<file path="src/rtl/pipeline_sequencer_pkg.sv">
// Shared definitions for the pipeline sequencer: halt opcode, FSM state
// encoding and the load-use hazard equation (also used by forwarding).
package pipeline_sequencer_pkg;

    localparam logic [5:0] OP_HALT = 6'b111111;

    typedef enum logic [2:0] {
        ST_IDLE   = 3'd0,
        ST_RUN    = 3'd1,
        ST_STEP   = 3'd2,
        ST_DRAIN  = 3'd3,
        ST_HALTED = 3'd4
    } state_t;

    // A load in EX writes a register the instruction in ID is about to read.
    // Register 0 never carries a dependency.
    function automatic logic load_use_hazard(
        input logic       mem_read,
        input logic [4:0] rt_dst,
        input logic [4:0] rs,
        input logic [4:0] rt,
        input logic       uses_rt
    );
        return mem_read && (rt_dst != 5'd0) &&
               ((rt_dst == rs) || (uses_rt && (rt_dst == rt)));
    endfunction

endpackage

</file>
<file path="src/rtl/pipeline_sequencer_if.sv">
// Control bundle between the debug front-end / pipeline and the sequencer.
// Handshake: run_req, step_req and stop_req are single-cycle request pulses
// sampled on the rising clock edge; there is no ready back-pressure, a request
// that arrives in a state that ignores it is simply dropped.
interface pipeline_sequencer_if #(
    parameter int CNT_W = 32
);
    import pipeline_sequencer_pkg::*;

    logic             run_req;
    logic             step_req;
    logic             stop_req;
    logic [5:0]       id_opcode;
    logic [4:0]       id_rs;
    logic [4:0]       id_rt;
    logic             id_uses_rt;
    logic             ex_mem_read;
    logic [4:0]       ex_rt;
    logic             branch_taken;

    logic             pc_en;
    logic             ifid_en;
    logic             ifid_flush;
    logic             idex_bubble;
    logic             pipe_en;
    logic             step_done;
    logic             halted;
    logic [CNT_W-1:0] cycle_count;
    logic [CNT_W-1:0] stall_count;
    state_t           seq_state;

    modport master (
        output run_req, step_req, stop_req, id_opcode, id_rs, id_rt,
               id_uses_rt, ex_mem_read, ex_rt, branch_taken,
        input  pc_en, ifid_en, ifid_flush, idex_bubble, pipe_en,
               step_done, halted, cycle_count, stall_count, seq_state
    );

    modport slave (
        input  run_req, step_req, stop_req, id_opcode, id_rs, id_rt,
               id_uses_rt, ex_mem_read, ex_rt, branch_taken,
        output pc_en, ifid_en, ifid_flush, idex_bubble, pipe_en,
               step_done, halted, cycle_count, stall_count, seq_state
    );

endinterface

</file>
<file path="src/rtl/pipeline_sequencer_load_use_detect.sv">
// Combinational load-use hazard detector for the instruction in ID.
module pipeline_sequencer_load_use_detect
    import pipeline_sequencer_pkg::*;
(
    input  logic       ex_mem_read,
    input  logic [4:0] ex_rt,
    input  logic [4:0] id_rs,
    input  logic [4:0] id_rt,
    input  logic       id_uses_rt,
    output logic       load_use
);

    assign load_use = load_use_hazard(ex_mem_read, ex_rt, id_rs, id_rt, id_uses_rt);

endmodule

</file>
<file path="src/rtl/pipeline_sequencer.sv">
// Run/stall/flush controller for the 5-stage pipeline: sequences idle, run,
// single step and halt drain, inserts load-use bubbles, flushes IF/ID on
// taken branches, and counts active and stalled cycles.
module pipeline_sequencer
    import pipeline_sequencer_pkg::*;
#(
    parameter int         CNT_W        = 32,
    parameter int         DRAIN_CYCLES = 3,
    parameter logic [5:0] HALT_OPCODE  = OP_HALT
) (
    input logic                 clk,
    input logic                 rst_n,
    pipeline_sequencer_if.slave bus
);

    localparam int             DW         = $clog2(DRAIN_CYCLES + 1);
    localparam logic [DW-1:0]  DRAIN_LAST = DW'(DRAIN_CYCLES);

    state_t           state, next_state;
    logic [DW-1:0]    drain_cnt, drain_nxt;
    logic             load_use, halt_in_id, step_fin, stall_hit;
    logic             pc_en, ifid_en, ifid_flush, idex_bubble, pipe_en;
    logic             step_done, halted;
    logic [CNT_W-1:0] cycle_count, stall_count;

    pipeline_sequencer_load_use_detect u_load_use (
        .ex_mem_read (bus.ex_mem_read),
        .ex_rt       (bus.ex_rt),
        .id_rs       (bus.id_rs),
        .id_rt       (bus.id_rt),
        .id_uses_rt  (bus.id_uses_rt),
        .load_use    (load_use)
    );

    assign halt_in_id = (bus.id_opcode == HALT_OPCODE);

    // State and drain counter registers.
    always_ff @(posedge clk or negedge rst_n) begin
        if (!rst_n) begin
            state     <= ST_IDLE;
            drain_cnt <= '0;
        end else begin
            state     <= next_state;
            drain_cnt <= drain_nxt;
        end
    end

    // Next state and Mealy pipeline enables; a load-use stall is always
    // served before a HALT sitting in ID is allowed to advance.
    always_comb begin
        next_state  = state;
        drain_nxt   = '0;
        pc_en       = 1'b0;
        ifid_en     = 1'b0;
        ifid_flush  = 1'b0;
        idex_bubble = 1'b0;
        pipe_en     = 1'b0;
        step_fin    = 1'b0;
        stall_hit   = 1'b0;
        case (state)
            ST_IDLE: begin
                if (bus.run_req)       next_state = ST_RUN;
                else if (bus.step_req) next_state = ST_STEP;
            end
            ST_RUN, ST_STEP: begin
                if (load_use) begin
                    idex_bubble = 1'b1;
                    pipe_en     = 1'b1;
                    stall_hit   = 1'b1;
                    if (state == ST_STEP) begin
                        next_state = ST_IDLE;
                        step_fin   = 1'b1;
                    end else if (bus.stop_req) begin
                        next_state = ST_IDLE;
                    end
                end else if (halt_in_id) begin
                    ifid_flush = 1'b1;
                    pipe_en    = 1'b1;
                    next_state = ST_DRAIN;
                    drain_nxt  = DW'(1);
                end else begin
                    pc_en      = 1'b1;
                    ifid_en    = 1'b1;
                    pipe_en    = 1'b1;
                    ifid_flush = bus.branch_taken;
                    if (state == ST_STEP) begin
                        next_state = ST_IDLE;
                        step_fin   = 1'b1;
                    end else if (bus.stop_req) begin
                        next_state = ST_IDLE;
                    end
                end
            end
            ST_DRAIN: begin
                ifid_flush = 1'b1;
                pipe_en    = 1'b1;
                if (drain_cnt == DRAIN_LAST) next_state = ST_HALTED;
                else                         drain_nxt  = drain_cnt + DW'(1);
            end
            ST_HALTED: begin
                next_state = ST_HALTED;
            end
            default: next_state = ST_IDLE;
        endcase
    end

    // Step completion pulse and sticky halted flag.
    always_ff @(posedge clk or negedge rst_n) begin
        if (!rst_n) begin
            step_done <= 1'b0;
            halted    <= 1'b0;
        end else begin
            step_done <= step_fin;
            halted    <= (next_state == ST_HALTED);
        end
    end

    // Saturating cycle and stall counters.
    always_ff @(posedge clk or negedge rst_n) begin
        if (!rst_n) begin
            cycle_count <= '0;
            stall_count <= '0;
        end else begin
            if (pipe_en && (cycle_count != '1))   cycle_count <= cycle_count + 1'b1;
            if (stall_hit && (stall_count != '1)) stall_count <= stall_count + 1'b1;
        end
    end

    assign bus.pc_en       = pc_en;
    assign bus.ifid_en     = ifid_en;
    assign bus.ifid_flush  = ifid_flush;
    assign bus.idex_bubble = idex_bubble;
    assign bus.pipe_en     = pipe_en;
    assign bus.step_done   = step_done;
    assign bus.halted      = halted;
    assign bus.cycle_count = cycle_count;
    assign bus.stall_count = stall_count;
    assign bus.seq_state   = state;

endmodule

</file>
<file path="src/flat_wrapper.sv">
// flat-port wrapper written by rule: the top's interface ports become plain ports
module pipeline_sequencer_flat import pipeline_sequencer_pkg::*;
#(
    parameter int         CNT_W        = 32,
    parameter int         DRAIN_CYCLES = 3,
    parameter logic [5:0] HALT_OPCODE  = OP_HALT
)
  (clk, rst_n, bus_run_req, bus_step_req, bus_stop_req, bus_id_opcode, bus_id_rs, bus_id_rt, bus_id_uses_rt, bus_ex_mem_read, bus_ex_rt, bus_branch_taken, bus_pc_en, bus_ifid_en, bus_ifid_flush, bus_idex_bubble, bus_pipe_en, bus_step_done, bus_halted, bus_cycle_count, bus_stall_count, bus_seq_state);
  pipeline_sequencer_if #(.CNT_W(CNT_W)) bus_i ();
  input logic clk;
  input logic rst_n;
  input wire logic [$bits(bus_i.run_req)-1:0] bus_run_req;
  input wire logic [$bits(bus_i.step_req)-1:0] bus_step_req;
  input wire logic [$bits(bus_i.stop_req)-1:0] bus_stop_req;
  input wire logic [$bits(bus_i.id_opcode)-1:0] bus_id_opcode;
  input wire logic [$bits(bus_i.id_rs)-1:0] bus_id_rs;
  input wire logic [$bits(bus_i.id_rt)-1:0] bus_id_rt;
  input wire logic [$bits(bus_i.id_uses_rt)-1:0] bus_id_uses_rt;
  input wire logic [$bits(bus_i.ex_mem_read)-1:0] bus_ex_mem_read;
  input wire logic [$bits(bus_i.ex_rt)-1:0] bus_ex_rt;
  input wire logic [$bits(bus_i.branch_taken)-1:0] bus_branch_taken;
  output wire logic [$bits(bus_i.pc_en)-1:0] bus_pc_en;
  output wire logic [$bits(bus_i.ifid_en)-1:0] bus_ifid_en;
  output wire logic [$bits(bus_i.ifid_flush)-1:0] bus_ifid_flush;
  output wire logic [$bits(bus_i.idex_bubble)-1:0] bus_idex_bubble;
  output wire logic [$bits(bus_i.pipe_en)-1:0] bus_pipe_en;
  output wire logic [$bits(bus_i.step_done)-1:0] bus_step_done;
  output wire logic [$bits(bus_i.halted)-1:0] bus_halted;
  output wire logic [$bits(bus_i.cycle_count)-1:0] bus_cycle_count;
  output wire logic [$bits(bus_i.stall_count)-1:0] bus_stall_count;
  output wire logic [$bits(bus_i.seq_state)-1:0] bus_seq_state;
  assign bus_i.run_req = bus_run_req;
  assign bus_i.step_req = bus_step_req;
  assign bus_i.stop_req = bus_stop_req;
  assign bus_i.id_opcode = bus_id_opcode;
  assign bus_i.id_rs = bus_id_rs;
  assign bus_i.id_rt = bus_id_rt;
  assign bus_i.id_uses_rt = bus_id_uses_rt;
  assign bus_i.ex_mem_read = bus_ex_mem_read;
  assign bus_i.ex_rt = bus_ex_rt;
  assign bus_i.branch_taken = bus_branch_taken;
  assign bus_pc_en = bus_i.pc_en;
  assign bus_ifid_en = bus_i.ifid_en;
  assign bus_ifid_flush = bus_i.ifid_flush;
  assign bus_idex_bubble = bus_i.idex_bubble;
  assign bus_pipe_en = bus_i.pipe_en;
  assign bus_step_done = bus_i.step_done;
  assign bus_halted = bus_i.halted;
  assign bus_cycle_count = bus_i.cycle_count;
  assign bus_stall_count = bus_i.stall_count;
  assign bus_seq_state = bus_i.seq_state;
  pipeline_sequencer #(.CNT_W(CNT_W), .DRAIN_CYCLES(DRAIN_CYCLES), .HALT_OPCODE(HALT_OPCODE)) u_core (.clk(clk), .rst_n(rst_n), .bus(bus_i));
endmodule
</file>
<file path="config.mk">
export PLATFORM = sky130hd
export DESIGN_NAME = pipeline_sequencer_flat
export DESIGN_NICKNAME = d
export VERILOG_FILES = /design/src/rtl/pipeline_sequencer_pkg.sv /design/src/rtl/pipeline_sequencer_if.sv /design/src/rtl/pipeline_sequencer_load_use_detect.sv /design/src/rtl/pipeline_sequencer.sv /design/src/flat_wrapper.sv
export SDC_FILE = /design/constraint.sdc
export NUM_CORES = 1
export LEC_CHECK = 0
export CAP_MARGIN = 20
export CORE_ASPECT_RATIO = 1.2
export CORE_MARGIN = 2
export CORE_UTILIZATION = 48
export DETAILED_ROUTE_END_ITERATION = 10
export PLACE_DENSITY = 0.8
export SLEW_MARGIN = 10
export SYNTH_ARGS = -nofsm -noshare
export SYNTH_HDL_FRONTEND = slang
export SYNTH_HIERARCHICAL = 1
export SYNTH_SLANG_ARGS = --single-unit
</file>
<file path="constraint.sdc">
create_clock -name clk -period 2.6 [get_ports clk]
set_input_delay 0.52 -clock clk [delete_from_list [all_inputs] [get_ports clk]]
set_output_delay 0.52 -clock clk [all_outputs]
set_load 0.005 [all_outputs]
</file>
# == After elaboration in Yosys (flattened, before gate mapping) ==
# Cells that the tools add are included.
# word_totals
register_bits,71
inputBits,29
out_inout_bits,74
word_cells,55
# classes
addsub,3
n_eq_ne,11
n_mux,25
reduce_logical,10
# op_table
operator,count
$add 32x1->32 const B,2
$ne 32x32->1 const B,2
$mux 3,7
$mux 1,13
$pmux 3 s4,1
$eq 5x5->1,2
$eq 3x2->1 const B,2
$eq 3x3->1 const B,2
$eq 6x6->1 const B,1
$logic_and 1x1->1,5
$reduce_bool 5->1,1
$mux 2,2
$pmux 2 s2,1
$eq 3x1->1 const B,1
$logic_not 3->1,1
$reduce_or 3->1,1
$add 2x1->2 const B,1
$eq 2x2->1 const B,1
$pmux 1 s2,1
$reduce_or 2->1,1
$logic_or 1x1->1,1

# == Depth between registers and ports, before layout ==
# depth
word_depth,7
ltp_mapped,11
ltp_nobuf,10

# == Hierarchy ==
# Netlist, hierarchy kept.
# by_module_without_submodules
module,instances,cells_per_inst,area_each_um2,seq_area_each_um2
pipeline_sequencer,1,337,3519.6,1776.7
pipeline_sequencer_load_use_detect,1,17,132.6,0.0

# == Worst setup path before layout ==
# Ideal clock, no wire load.
# synth_path
path_type,input-to-reg
from,input bus_ex_rt[3]
to,"register u_core.stall_count[14], in the netlist u_core/bus.stall_count[14]"
setup_time_ps,124
arrival_time_ps,2407
required_time_ps,2476
setup_slack_ps,69
path_stages,10
n_path_buf,1
path_cell_list,xor2_1 nor4_2 nand3_1 a21oi_1 nand2b_1 or2_2 a31oi_2 buf_2 nand4_1 xnor2_1
# synth_via
elab_chain_len,7
word_cells_on_any_way,10
cone_classes,eq/ne (2); mux (2); reduce/logical (6)
# synth_rtl
item,line,text
start: declaration,flat_wrapper.sv:20,input wire logic [$bits(bus_i.ex_rt)-1:0] bus_ex_rt;
$eq 5x5->1,pipeline_sequencer_pkg.sv:25,((rt_dst == rs) || (uses_rt && (rt_dst == rt)));
$logic_and 1x1->1,pipeline_sequencer_pkg.sv:25,
$logic_or 1x1->1,pipeline_sequencer_pkg.sv:25,
$logic_and 1x1->1 (*),pipeline_sequencer_pkg.sv:24,return mem_read && (rt_dst != 5'd0) &&
via u_core.load_use,pipeline_sequencer.sv:21,"logic load_use, halt_in_id, step_fin, stall_hit;"
$mux 1 (*),pipeline_sequencer.sv:66,if (load_use) begin
$mux 1 (*),pipeline_sequencer.sv:60,case (state)
$logic_and 1x1->1 (*),pipeline_sequencer.sv:125,if (stall_hit && (stall_count != '1)) stall_count <= stall_count + 1'b1;
end signal: assignment,pipeline_sequencer.sv:125,
end: declaration,pipeline_sequencer.sv:24,"logic [CNT_W-1:0] cycle_count, stall_count;"
# Mark *: on every way through the listed nets, which the timed path passes. The rest lies on a longest branch.
# A chain may end at the register's enable or synchronous reset.

# == Worst setup path after layout ==
# layout_path
from,input bus_ex_rt[3]
to,output bus_idex_bubble
# layout_via
elab_chain_len,6
word_cells_on_any_way,9
cone_classes,eq/ne (2); mux (2); reduce/logical (5)
# layout_rtl
item,line,text
$eq 5x5->1,pipeline_sequencer_pkg.sv:25,
$logic_and 1x1->1,pipeline_sequencer_pkg.sv:25,
$logic_or 1x1->1,pipeline_sequencer_pkg.sv:25,
$logic_and 1x1->1 (*),pipeline_sequencer_pkg.sv:24,
via u_core.load_use,pipeline_sequencer.sv:21,
$mux 1 (*),pipeline_sequencer.sv:66,
$mux 1 (*),pipeline_sequencer.sv:60,
end: declaration,flat_wrapper.sv:25,output wire logic [$bits(bus_i.idex_bubble)-1:0] bus_idex_bubble;
# Marked as above.

==> metrics.yaml <==
clk-insertion-delay-late_ps: 340
timing.final.max_slew_violations: 0
design.die.area_mm2: 0.008326
antenna_found_initial: 0
dp_hpwl_mm: 6.433
r2r_setup_slack_ps: 420
top_level_i_o_count: 103
synth_edf_count: 0
tightestPinTransition_ps: 650.9
post_synthesis_instance_area_mm2: 0.003652
area_growth_syn_to_layout_pct: 40.32
first_pass_iters: 4
synth_mux_area_share_pct: 0.9250
start_util_pct: 49.91
clock_tree_from_tritoncts: "done"
synth_top_cell_by_area: "sky130_fd_sc_hd__dfrtp_1"
power.density_mw_per_mm2: 556.9
root_buffer: "sky130_fd_sc_hd__clkbuf_8"
grt.overflow.total: 0
portion_of_synthesized_cell_area_occupied_by_the_leading_cell_type_pct: 48.65
fin_skew_ps: 5.928
worst_slew_margin_rel_pct: 56.40
routabilityCongestion: 0.8596
peakVddDrop_v: 0.0005063
grt_pass1_vias: 3209
grt_first_pass_wirelength_mm: 14.82
hp-class: "input port to asynchronous set/reset pin"
p_total_uw: 2854
static-leakage-power_uw: 0.002295
final_layout_size_suffix_gt1_share_pct: 15.11
worst-setup-path-type: "input port to primary output"
placeableCoreArea_mm2: 0.007317
layout.nets: 510
arrival_ps: 1960
drc: 0
synth.avg_cell_area_um2: 10.32
mappedNetlistNets: 386
grt_start_max_net_pins: 32
grt_setup_unrepaired: "no"
cts-buffers-inserted: 9
critical_path_source_type: "input port"
netlist-cell-type-count: 47
share_of_synthesized_flip_flops_with_an_asynchronous_set_or_reset_pct: 100.0
worstRegToRegCells: 6
clkSlewWorstSetupHoldPaths_ps: 70
drt-initial-drc-count: 115
synth_compound_gate_area_share_pct: 5.413
sink_count: 71
die_h_um: 99.56
fp.dieW_um: 83.63
setup_tns_ps: 0
crit_end_element: "primary output"
syn_inst: 354
fin_hold_viols: 0
outcome: "finished clean"
dominantRegCellSynth: "sky130_fd_sc_hd__dfrtp_1"
h-tree-depth: 3
ys_seq_elements: 71
synth_top_family_by_area: "simple AND/OR/NAND/NOR gates"
wire_per_inst_um: 15.28
final.min_clock_period_ps: 2482
synth.yosys.seq_area_share_pct: 48.65
detail_route.vias_per_cell: 5.515
worst_r2r_endpoint: "u_core/bus.cycle_count[17]"
ant_nets: 0
finalCritPeriodShare_pct: 95.46
io_buffers: 102
worstPathRequired_ps: 2080
fmax_mhz: 402.9
cap_violations: 0
fp-row-count: 34
finalWirelength_mm: 8.755
ys.warnings.count: 6
timing.rr.start: "u_core/bus.seq_state[2]"
synth_fa_ha_area_share_pct: 1.028
cts_max_path_buffers: 2
synth_top_cells_by_area: "sky130_fd_sc_hd__dfrtp_1 (49%), sky130_fd_sc_hd__xnor2_1 (9.6%), sky130_fd_sc_hd__xor2_1 (7.0%)"
globalRouteTotalUtil_pct: 21.79
dr_total_vias: 3160
ctsHoldBuffers: 0
finalSetupViolations: 0
antenna-diode-count: 0
xor_xnor_share_of_the_synthesized_area_pct: 16.55
synth_simple_gate_area_share_pct: 25.04
worstPathMaxFanout: 3
## worst max-delay path, stage by stage
cell                              delay, ps
sky130_fd_sc_hd__clkdlybuf4s15_1        210
sky130_fd_sc_hd__xor2_1                 170
sky130_fd_sc_hd__nor4_2                 270
sky130_fd_sc_hd__nand3_1                130
sky130_fd_sc_hd__a21oi_2                170
sky130_fd_sc_hd__nand2b_1                90
sky130_fd_sc_hd__or2_4                  260
sky130_fd_sc_hd__inv_4                   60
sky130_fd_sc_hd__buf_6                   80
## through the flow
| step | worst slack [ps] | util (%) | hold WS [ps] | std cells | instance area, um2 |
|---|---|---|---|---|---|
| 2_1_floorplan | 68.76 | - | 224.4 | 354 | 3652 |
| 4_1_cts | 10.51 | 69.58 | 190.6 | 573 | 5091 |
| 5_1_grt | 27.74 | 70.04 | 208.7 | 573 | 5125 |
| 3_5_place_dp | -751.2 | 66.72 | 449.1 | 554 | 4882 |
| 6_report | 118.1 | 70.04 | 183.4 | 573 | 5125 |
| 3_3_place_gp | -693.6 | 66.72 | 447.2 | 554 | 4882 |
## cell type report
class,instances,area [um2]
fill,587,2192
multi-input combinational,263,1848
sequential,71,1777
timing repair buffer,124,1175
clock buffer,13,158.9
tap,90,112.6
inverter,9,36.28
clock inverter,3,17.52
## cells in the mapped netlist, types with 5 or more instances
cell                      instances
sky130_fd_sc_hd__buf_2            5
sky130_fd_sc_hd__nor3_1          12
sky130_fd_sc_hd__nor2_1          19
sky130_fd_sc_hd__nand3_1         36
sky130_fd_sc_hd__and3_1          15
sky130_fd_sc_hd__xnor2_1         40
sky130_fd_sc_hd__dfrtp_1         71
sky130_fd_sc_hd__a21oi_1         10
sky130_fd_sc_hd__and2_1           6
sky130_fd_sc_hd__nand4_1         20
sky130_fd_sc_hd__nor4_1           8
sky130_fd_sc_hd__nand2_1         21
sky130_fd_sc_hd__xor2_1          29
sky130_fd_sc_hd__inv_1            9
## registers in the layout (all words and copies together), names as in the netlist
| name | cells |
|---|---|
| u_core/bus.cycle_count | 32 |
| u_core/bus.stall_count | 32 |
| u_core/bus.seq_state | 3 |
| u_core/drain_cnt | 2 |
| u_core/bus.halted | 1 |
| u_core/bus.step_done | 1 |
## where the power goes
group          internal, uW  leakage [uW]  switching [uW]
Clock                   396     0.0000894             399
Sequential             1190      0.000959             127
Combinational           428       0.00125             309
## cell usage in the layout (no fill, tap or decap), types with 7 or more instances in the layout
master | synthesis | final
sky130_fd_sc_hd__clkdlybuf4s50_1 | 0 | 85
sky130_fd_sc_hd__dfrtp_1 | 71 | 71
sky130_fd_sc_hd__xnor2_1 | 40 | 40
sky130_fd_sc_hd__nand3_1 | 36 | 36
sky130_fd_sc_hd__xor2_1 | 29 | 29
sky130_fd_sc_hd__nand2_1 | 21 | 21
sky130_fd_sc_hd__nand4_1 | 20 | 20
sky130_fd_sc_hd__buf_4 | 1 | 20
sky130_fd_sc_hd__nor2_1 | 19 | 18
sky130_fd_sc_hd__and3_1 | 15 | 15
sky130_fd_sc_hd__clkbuf_8 | 0 | 11
sky130_fd_sc_hd__nor3_1 | 12 | 10
sky130_fd_sc_hd__a21oi_1 | 10 | 9
sky130_fd_sc_hd__inv_1 | 9 | 8
sky130_fd_sc_hd__nor4_1 | 8 | 7
## what timing repair did
item | 4_1_cts | 5_1_grt
gates resized for setup | 37 | 17
endpoints found under the setup margin | 32 | 26
setup buffers | 4 | 0
pin swaps | 10 | 12
cloned | 0 | 0
## metal layers
metal	global-route usage, %	wire, um	vias up
met5	0	0	-
met4	7.444	95	0
met3	5.477	406	11
met2	37.85	4512	86
met1	26.48	3741	1550
li1	-	-	1513
## logic make-up after synthesis
family | after synthesis
and+or+nand+nor | 162
buffers and inverters | 20
adders and majority gates | 3
xor gates and xnor gates | 69
DFF | 71
muxes | 3
AOI/OAI and AO/OA | 26
## worst max-delay path by stage
stage	slack [ps]	start	cells past startpoint	endpoint
floorplan	70	bus_ex_rt[3]	10	u_core/bus.stall_count[14]
global placement	-690	bus_ex_rt[4]	8	bus_pc_en
detailed placement	-750	bus_ex_rt[4]	8	bus_pc_en
CTS	10	bus_id_rs[4]	9	bus_idex_bubble
global route	30	bus_ex_rt[3]	12	u_core/bus.stall_count[25]
finish	120	bus_ex_rt[3]	9	bus_idex_bubble
Note: power is estimated with default switching activity, not from simulation.
